$ cat src/rtl/muldiv_seq_pkg.sv
// muldiv_seq_pkg: funct3 opcodes, FSM states and operand-sign helpers for the RV32M unit.
package muldiv_seq_pkg;
  localparam logic [2:0] MD_OP_MUL    = 3'b000;
  localparam logic [2:0] MD_OP_MULH   = 3'b001;
  localparam logic [2:0] MD_OP_MULHSU = 3'b010;
  localparam logic [2:0] MD_OP_MULHU  = 3'b011;
  localparam logic [2:0] MD_OP_DIV    = 3'b100;
  localparam logic [2:0] MD_OP_DIVU   = 3'b101;
  localparam logic [2:0] MD_OP_REM    = 3'b110;
  localparam logic [2:0] MD_OP_REMU   = 3'b111;

  localparam logic [31:0] MD_DIV_ZERO_Q = 32'hFFFF_FFFF;

  typedef enum logic [1:0] {
    MD_ST_IDLE = 2'd0,
    MD_ST_CALC = 2'd1,
    MD_ST_FIX  = 2'd2,
    MD_ST_DONE = 2'd3
  } md_state_e;

  function automatic logic op_a_signed(input logic [2:0] op);
    return op == MD_OP_MULH || op == MD_OP_MULHSU || op == MD_OP_DIV || op == MD_OP_REM;
  endfunction

  function automatic logic op_b_signed(input logic [2:0] op);
    return op == MD_OP_MULH || op == MD_OP_DIV || op == MD_OP_REM;
  endfunction
endpackage

$ cat src/rtl/muldiv_iter_dp.sv
// muldiv_iter_dp: hi/lo shift registers around one 33-bit add/sub; multiply keeps {hi,lo}
// as the product, divide reuses hi as remainder and lo as quotient.
module muldiv_iter_dp
  import muldiv_seq_pkg::*;
#(
  parameter int WIDTH = 32
) (
  input  logic             clk,
  input  logic             rst_n,
  input  logic             load,
  input  logic             step,
  input  logic [2:0]       op,
  input  logic [WIDTH-1:0] a,
  input  logic [WIDTH-1:0] b,
  output logic [WIDTH-1:0] result
);
  logic [WIDTH-1:0] hi_q, hi_d, lo_q, lo_d, b_q, b_d, a_mag, b_mag, lo_n, hi_n;
  logic             is_div_q, is_div_d, sel_hi_q, sel_hi_d, neg_q, neg_d, a_neg, b_neg;
  logic [WIDTH:0]   x, y, sum;

  always_comb begin
    a_neg    = op_a_signed(op) && a[WIDTH-1];
    b_neg    = op_b_signed(op) && b[WIDTH-1];
    a_mag    = a_neg ? -a : a;
    b_mag    = b_neg ? -b : b;
    // Divide subtracts the divisor from the shifted remainder; multiply adds the multiplicand.
    x        = is_div_q ? {hi_q, lo_q[WIDTH-1]} : {1'b0, hi_q};
    y        = {1'b0, b_q} ^ {(WIDTH+1){is_div_q}};
    sum      = x + y + (WIDTH+1)'(is_div_q);
    hi_d     = hi_q;
    lo_d     = lo_q;
    b_d      = b_q;
    is_div_d = is_div_q;
    sel_hi_d = sel_hi_q;
    neg_d    = neg_q;
    if (load) begin
      hi_d     = '0;
      lo_d     = a_mag;
      b_d      = b_mag;
      is_div_d = op[2];
      sel_hi_d = op[2] ? op[1] : op[1:0] != 2'b00;
      neg_d    = (op[2] && op[1]) ? a_neg : a_neg ^ b_neg;
    end else if (step) begin
      if (is_div_q) begin
        hi_d = sum[WIDTH] ? {hi_q[WIDTH-2:0], lo_q[WIDTH-1]} : sum[WIDTH-1:0];
        lo_d = {lo_q[WIDTH-2:0], ~sum[WIDTH]};
      end else begin
        {hi_d, lo_d} = lo_q[0] ? {sum, lo_q[WIDTH-1:1]} : {1'b0, hi_q, lo_q[WIDTH-1:1]};
      end
    end
    // High word of a negated 64-bit product only takes the +1 carry when lo is zero.
    lo_n   = neg_q ? -lo_q : lo_q;
    hi_n   = neg_q ? ~hi_q + WIDTH'(is_div_q || lo_q == '0) : hi_q;
    result = sel_hi_q ? hi_n : lo_n;
  end

  always_ff @(posedge clk or negedge rst_n) begin
    if (!rst_n) begin
      hi_q     <= '0;
      lo_q     <= '0;
      b_q      <= '0;
      is_div_q <= 1'b0;
      sel_hi_q <= 1'b0;
      neg_q    <= 1'b0;
    end else begin
      hi_q     <= hi_d;
      lo_q     <= lo_d;
      b_q      <= b_d;
      is_div_q <= is_div_d;
      sel_hi_q <= sel_hi_d;
      neg_q    <= neg_d;
    end
  end
endmodule

$ cat src/rtl/muldiv_seq.sv
// muldiv_seq: iterative RV32M multiply/divide with valid/ready request and response;
// divide-by-zero and signed overflow bypass the iteration and answer the next cycle.
module muldiv_seq
  import muldiv_seq_pkg::*;
#(
  parameter int WIDTH = 32,
  parameter int CNT_W = 6
) (
  input  logic             clk,
  input  logic             rst_n,
  input  logic             flush,
  input  logic             req_valid,
  output logic             req_ready,
  input  logic [2:0]       req_op,
  input  logic [WIDTH-1:0] req_a,
  input  logic [WIDTH-1:0] req_b,
  output logic             resp_valid,
  input  logic             resp_ready,
  output logic [WIDTH-1:0] resp_data,
  output logic             busy
);
  md_state_e        state_q, state_d;
  logic [CNT_W-1:0] cnt_q, cnt_d;
  logic             resp_valid_q, resp_valid_d;
  logic [WIDTH-1:0] resp_data_q, resp_data_d, dp_result, spec_result;
  logic             accept, div0, ovf, special, load, step;

  always_comb begin
    accept       = state_q == MD_ST_IDLE && req_valid && !flush;
    div0         = req_op[2] && req_b == '0;
    ovf          = req_op[2] && !req_op[0] && req_a == {1'b1, {(WIDTH-1){1'b0}}} && req_b == '1;
    special      = div0 || ovf;
    spec_result  = div0 ? (req_op[1] ? req_a : MD_DIV_ZERO_Q) : (req_op[1] ? '0 : req_a);
    load         = accept && !special;
    step         = state_q == MD_ST_CALC;
    state_d      = state_q;
    cnt_d        = cnt_q;
    resp_valid_d = resp_valid_q;
    resp_data_d  = resp_data_q;
    case (state_q)
      MD_ST_IDLE: if (accept) begin
        state_d      = special ? MD_ST_DONE : MD_ST_CALC;
        cnt_d        = CNT_W'(WIDTH);
        resp_valid_d = special;
        resp_data_d  = special ? spec_result : resp_data_q;
      end
      MD_ST_CALC: begin
        cnt_d   = cnt_q - CNT_W'(1);
        state_d = cnt_q == CNT_W'(1) ? MD_ST_FIX : MD_ST_CALC;
      end
      MD_ST_FIX: begin
        state_d      = MD_ST_DONE;
        resp_valid_d = 1'b1;
        resp_data_d  = dp_result;
      end
      MD_ST_DONE: if (resp_ready) begin
        state_d      = MD_ST_IDLE;
        resp_valid_d = 1'b0;
      end
      default: state_d = MD_ST_IDLE;
    endcase
    if (flush) begin
      state_d      = MD_ST_IDLE;
      resp_valid_d = 1'b0;
    end
  end

  always_ff @(posedge clk or negedge rst_n) begin
    if (!rst_n) begin
      state_q      <= MD_ST_IDLE;
      cnt_q        <= '0;
      resp_valid_q <= 1'b0;
      resp_data_q  <= '0;
    end else begin
      state_q      <= state_d;
      cnt_q        <= cnt_d;
      resp_valid_q <= resp_valid_d;
      resp_data_q  <= resp_data_d;
    end
  end

  muldiv_iter_dp #(.WIDTH(WIDTH)) u_dp (
    .clk    (clk),
    .rst_n  (rst_n),
    .load   (load),
    .step   (step),
    .op     (req_op),
    .a      (req_a),
    .b      (req_b),
    .result (dp_result)
  );

  assign req_ready  = state_q == MD_ST_IDLE;
  assign busy       = state_q != MD_ST_IDLE;
  assign resp_valid = resp_valid_q;
  assign resp_data  = resp_data_q;
endmodule

$ cat config.mk
export PLATFORM = sky130hd
export DESIGN_NAME = muldiv_seq
export DESIGN_NICKNAME = d
export VERILOG_FILES = /design/src/rtl/muldiv_seq_pkg.sv /design/src/rtl/muldiv_iter_dp.sv /design/src/rtl/muldiv_seq.sv
export SDC_FILE = /design/constraint.sdc
export NUM_CORES = 1
export LEC_CHECK = 0
export ABC_CLOCK_PERIOD_IN_PS = 11200
export CAP_MARGIN = 15
export CORE_MARGIN = 4
export CORE_UTILIZATION = 28
export DETAILED_ROUTE_END_ITERATION = 6
export PLACE_DENSITY = 0.42
export RECOVER_POWER = 25
export SYNTH_ARGS = -nofsm -noshare
export SYNTH_HDL_FRONTEND = slang
export SYNTH_SLANG_ARGS = --single-unit
$ cat constraint.sdc
create_clock -name clk -period 11.2 [get_ports clk]
set_clock_uncertainty 0.1 [all_clocks]
set_input_delay 1.68 -clock clk [delete_from_list [all_inputs] [get_ports clk]]
set_output_delay 1.68 -clock clk [all_outputs]
set_load 0.05 [all_outputs]
==> results of run 1 <==
## state kept, by name, summed over array words and instances, names as in the netlist
register / cells
u_dp.lo_q: 32
u_dp.is_div_q: 1
u_dp.hi_q: 32
resp_data: 32
state_q: 2
cnt_q: 6
u_dp.sel_hi_q: 1
u_dp.b_q: 32
u_dp.neg_q: 1
resp_valid: 1
## Yosys cell counts (all sizes together), types with 3 or more instances
library cell  instances  area, µm²
nand2               179        674
o22ai                10       62.6
dfrtp               140       3500
nand3b                3       22.5
mux2i                79        791
o211ai               31        238
nand4b                3       26.3
xnor2                83        727
nor2b                 8       50.1
and2                  5       31.3
xor2                 98        858
o31ai                26        205
nand3                24        120
o21bai                8       60.1
a31oi                37        231
a32oi                 3       26.3
a21o                 18        135
ha                   39        488
o221ai               27        236
o41ai                11        111
a211oi               36        290
nor2                125        472
or2                   8       50.1
nand4                16        100
o21a                  5       37.5
nand2b               18        120
inv                  30        113
nor4                 17        113
a22oi                 3       22.5
and3b                 4       35.0
a21oi               107        554
clkbuf               84        317
or3                   6       47.5
or4                  11       86.3
buf                  38        229
nor3                 30        160
o21ai               106        549
mux2                 33        372
and3                  8       50.1
a221oi               14        123
## stage by stage
stage           util  total power [mW]
3_3_place_gp   0.317              3.22
4_1_cts        0.329              3.81
3_5_place_dp   0.317              3.24
6_report       0.329              3.78
5_1_grt        0.329              4.09
2_1_floorplan      -              2.65
## routing by layer
layer	part of all wire	GRT usage	vias to the layer above
met4	0.015	0.0453	0
met2	0.48	0.294	185
li1	-	-	5726
met1	0.48	0.247	5610
met3	0.027	0.0236	30
met5	0	0	-
## cell type report
cell class | count | area, µm² | share of cell area
tap | 592 | 741 | 0.0504
inverter | 30 | 113 | 0.00767
timing repair buffer | 123 | 1180 | 0.0805
multi-input combinational | 1268 | 8590 | 0.585
clock buffer | 24 | 482 | 0.0328
sequential | 140 | 3510 | 0.239
clock inverter | 7 | 66.3 | 0.00451
## logic make-up after synthesis
kind of cell | Yosys count | synth area share
AOI/OAI and AO/OA | 462 | 0.241
adders and majority gates | 40 | 0.0399
buffers and inverters | 152 | 0.0517
and+or+nand+nor | 472 | 0.174
muxes | 113 | 0.0931
DFF | 140 | 0.275
xor gates and xnor gates | 181 | 0.125
## power groups by stage
stage	Sequential [mW]	Combinational [mW]	Clock, mW
finish	0.952	2.27	0.558
global route	0.984	2.52	0.594
CTS	0.953	2.29	0.575
detailed placement	0.961	2.28	0
global placement	0.959	2.27	0
floorplan	0.886	1.76	0
## how the worst min path moves through the flow
stage / startpoint / to / slack (ns)
after floorplan: cnt_q[5] / cnt_q[5] / 0.34
after global placement: cnt_q[5] / cnt_q[5] / 0.36
after detailed placement: cnt_q[5] / cnt_q[5] / 0.37
after CTS: cnt_q[5] / cnt_q[5] / 0.38
after global routing: cnt_q[5] / cnt_q[5] / 0.41
final: cnt_q[5] / cnt_q[5] / 0.38
==> results.md, run 1 <==
- Critical path class: reg -> reg
- Critical path depth: 14
- Largest net degree at the start of global routing: 78
- Max Clk Rate: 166 MHz
- Hold Crit Depth: 1
- # rows: 77
- Die area: 0.0489 mm²
- N_diodes: 0
- Hold Crit Class: reg -> reg
- Final wirelength: 44.1 mm
- Crit path DAT: 6.21 ns
- Ys Warns: 0
- Hold Vio Cnt, Final: 0
- Initial Utilization: 0.285
- Crit-path cells: buf_4 -> buf_4 -> mux2_2 -> ha_1 -> a21oi_1 -> o211ai_1 -> a211oi_1 -> o31ai_1 -> a31oi_1 -> a21oi_1 -> or2_1 -> buf_4 -> mux2i_1 -> o221ai_1
- Clock Power Share: 0.148
- Crit. Startpoint: u_dp.is_div_q
- Post-DP Area: 0.0141 mm²
- Pint: between 1.5 and 2 mW
- Max FO, Critical Path: 42
- Slew Viols, Final: 74
- Power density over the cells: around 260 mW/mm²
- R2r endpoint: u_dp.hi_q[13]
- Fin worst setup slack: 5.16 ns
- Mapped Area: approximately 0.013 mm²
- Max_cap viols: 1
- Via Count: 11551
- Layout cells sized above 1: 0.0779
- 1st-iter DRT viols: 721
- Sw Ratio: 0.490
- Initial antenna violation count: 0
- WP buf/inv: 3
- Commonest non-fill, non-tap cells in the layout: nand2_1 (178), dfrtp_1 (136), nor2_1 (121)
- CTS H-tree depth: 4
- Crit path max-delay cell type: dfrtp_4
- CP Capture Type: flop
- Status: finished, violations left
- Antenna-violating nets left: 0
- Tightest Pin Transition: 4.30 ns
- Mapped Cells: 1560
- Fin crit period: 6.04 ns
- # resized after CTS: 0
- Placed wire-length estimate: 32.5 mm
- Number of synthesized flops with an enable pin: 0
- Synthesized Nets: 1672
- Reg clk slew, reported paths: 0.06 ns
- DIE WIDTH: 221 µm
- Worst skew pair latency: 0.45 ns
- Switching power: roughly 1.9 mW
- Violations in the final reports: capacitance limit, slew limit
- Final cell count without fillers: 2184
- Synth cell types: 87
- Port buffer count: 106
- Reg-to-reg setup timing slack: ~5.2 ns
- Mapped Avg Cell Area: 8.16 µm²
- Prevailing post-synth register cell: dfrtp_1
- Final Cycle Share: 0.539
- Area Growth Syn to Fin: 15.4%
- RSZ-0062 raised after global routing: false
- End of the critical path: u_dp.hi_q[13]
- First-pass detailed-route iteration total: 5
- Final non-filler cell area: around 0.015 mm²
- Seq/Total Area, Yosys: 0.275
- Core Region: 0.0446 mm²
- Register bit total from synthesis: 140
- Max_slew headroom: -1.87
- Drt drc: 0
- Total grt overflow: 0
- CP required: 11.37 ns
- CP most frequent cell: buf_4
- CTS tree: built
- Final GP Congestion: 0.818
- Worst slack, placed: 4.73 ns
- Io pins: about 110
- Hold_buf cts: 0
- Cells after DPL: 2153
- Setup TNS: 0 ns
- Setup violators final: 0
- Vias in the first global route: 11570
- Crit path largest cell delay: 0.77 ns
- Combinational share of power: 0.600
- Delay-heaviest family, CP: compound AO/OA/AOI/OAI gates
- Clock buffer depth: 2
- First-pass GRT wire length: ~70 mm
- R2R Path Start: u_dp.is_div_q
- Fin nets: between 1500 and 2000
- Die Y: around 220 µm
- Type of origin of the critical path: flop
- Leakage: 5.92 nW
- Tot GR Track Use: 0.178
- Clk root buf: clkbuf_16
- Sink Count: 140
- WL/cell: 20.2 µm
- Sequential power share: 0.252
- Hold slack: between 0.3 and 0.4 ns
- Total CTS buffers: 17
- Fillers: 4739
- Ys async rst share: 1.00
- Commonest non-fill, non-tap cell in the layout: nand2_1
- Worst vdd ir: 0.000125 V
- Vias/cell: 5.29
- Setup repair bufs after CTS: 0
- Reg2Reg Depth: 14
(Power assumes the default switching activity.)
==> run 2, diff against run 1 <==
Settings changed: ABC_CLOCK_PERIOD_IN_PS 11200 to 5900.
Clock period 11.2 ns to 5.9 ns, I/O delays scaled along.
==> run 2 against run 1 <==
  * The flow still finishes with violations (capacitance limit, slew limit)
  * Sequential share of layout area fell by 0.18 points
  * Register-to-register slack worse by 4.3 ns
  * Clock power increased by 120%
  * Cell count up 0.32%
  * Power up 94%
  * Critical path type unchanged
==> results.md, run 2 (same netlist as run 1, synthesis figures left out) <==
- Vias/cell: approximately 5.3
- Commonest non-fill, non-tap cell in the layout: nand2_1
- Vias in the first global route: 11689
- DIE WIDTH: 221 µm
- Total CTS buffers: 17
- WL met2: 21.9 mm
- CTS H-tree depth: 4
- # rows: 77
- First-pass GRT wire length: around 72 mm
- CP required: around 6.1 ns
- Setup violators final: 0
- # resized after CTS: 0
- Layout cells sized above 1: 0.0832
- Initial Utilization: 0.285
- Hold Vio Cnt, Final: 0
- Sink Count: 140
- Tot GR Track Use: 0.184
- Largest net degree at the start of global routing: just under 80
- Type of origin of the critical path: flop
- CP Capture Type: flop
- Placed wire-length estimate: 33.2 mm
- Worst slack, placed: 0.883 ns
- 1st-iter DRT viols: about 650
- Die Y: 221 µm
- Clock buffer depth: 2
- Antenna-violating nets left: 0
- Core Region: 0.0446 mm²
- Fin nets: about 1700
- Area Growth Syn to Fin: 16.3%
- Crit-path cells: or4_1 -> nor4b_1 -> nand3b_1 -> nand2b_1 -> o41ai_1 -> ha_1 -> ha_1 -> or3b_1 -> or3_4 -> or3_4 -> o21ai_4 -> nand2_2 -> a21oi_2 -> xnor2_1 -> a211oi_1 -> a31oi_1
- Fin worst setup slack: between 0.8 and 0.9 ns
- Power density over the cells: 497 mW/mm²
- WL/cell: roughly 20 µm
- Die area: approximately 0.049 mm²
- Max_cap viols: 3
- Worst vdd ir: 0.000271 V
- CTS tree: built
- WL met3: 1.53 mm
- Top layer in use: met4
- RSZ-0062 raised after global routing: false
- Commonest non-fill, non-tap cells in the layout: nand2_1 (178), dfrtp_1 (136), nor2_1 (121)
- Worst skew pair latency: 0.48 ns
- Hold Crit Class: reg -> reg
- Metal1 wirelength: 20.8 mm
- Drt drc: 0
- Crit path max-delay cell type: or4_1
- Slew Viols, Final: 145
- Hold_buf cts: 0
- Crit path largest cell delay: 0.60 ns
- Initial antenna violation count: 0
- Leakage: 5.97 nW
- Final Cycle Share: 0.857
- Total grt overflow: 0
- Critical path class: reg -> reg
- First-pass detailed-route iteration total: 5
- Status: finished, violations left
- Tightest Pin Transition: 2.34 ns
- Max_slew headroom: -0.561
- Setup TNS: 0 ns
- Fin crit period: 5.06 ns
- Clk root buf: clkbuf_16
- N_diodes: 0
- Io pins: 107
- Setup repair bufs after CTS: 0
- Port buffer count: 106
- Final GP Congestion: 0.800
- Crit path DAT: ~5.3 ns
- Violations in the final reports: capacitance limit, slew limit
- Max FO, Critical Path: 6
- Reg clk slew, reported paths: 0.07 ns
- Via Count: 11720
- Post-route core utilization: 0.332
- Max Clk Rate: 198 MHz
- Final wirelength: 45.1 mm
[run 2: cell types whose count changed in the layout (fill, tap and decap cells not counted), moves of 2 or more]
cell / before / now
clkinv_2: 4 / 0
inv_6: 1 / 3
bufinv_16: 1 / 3
clkinv_4: 0 / 2
buf_4: 17 / 21
clkbuf_1: 5 / 3
clkinvlp_4: 1 / 3
[run 2: per-stage QoR]
step / std cells / area (µm²) / hold slack (ns) / power [mW]
4_1_cts: 2191 / 14800 / 0.195 / 7.42
3_3_place_gp: 2159 / 14200 / 0.376 / 6.16
5_1_grt: 2191 / 14800 / 0.404 / 7.95
3_5_place_dp: 2159 / 14200 / 0.380 / 6.17
6_report: 2191 / 14800 / 0.388 / 7.35
2_1_floorplan: 1560 / 12700 / 0.342 / 5.03
[run 2: worst paths after layout]
kind	startpoint	to	slack, ns	depth (start not counted)
max	u_dp.lo_q[13]	resp_data[28]	0.84	16
min	cnt_q[5]	cnt_q[5]	0.39	1
max reg2reg	u_dp.lo_q[13]	resp_data[28]	0.84	16
min reg2reg	cnt_q[5]	cnt_q[5]	0.39	1
max in group asynchronous	rst_n	u_dp.is_div_q	1.28	2
min in group asynchronous	rst_n	u_dp.b_q[8]	1.00	1
[run 2: cell type report]
cell class | count | area (µm²)
Sequential cell | 140 | 3510
Inverter | 30 | 113
Multi-Input combinational cell | 1268 | 8590
Clock inverter | 11 | 156
Fill cell | 4737 | 29800
Clock buffer | 21 | 470
Timing Repair Buffer | 129 | 1220
Tap cell | 592 | 741
[run 2: routing by layer]
| metal | vias up | global-route usage |
|---|---|---|
| met1 | 5720 | 0.250 |
| li1 | 5732 | - |
| met5 | - | 0 |
| met2 | 230 | 0.304 |
| met3 | 38 | 0.0274 |
| met4 | 0 | 0.0556 |
[run 2: report_power, final]
part	total (mW)	switching [mW]	internal, mW
combinational	4.31	2.51	1.81
sequential	1.84	0.575	1.26
clock	1.20	0.494	0.703
[run 2: critical path: cells and delay by family, from the launching register on]
| family | cells | cell delay (ns) |
|---|---|---|
| adders and majority gates | 2 | 0.44 |
| xor gates and xnor gates | 1 | 0.08 |
| and+or+nand+nor | 8 | 2.74 |
| AOI/OAI and AO/OA | 5 | 1.09 |
| DFF | 1 | 0.44 |
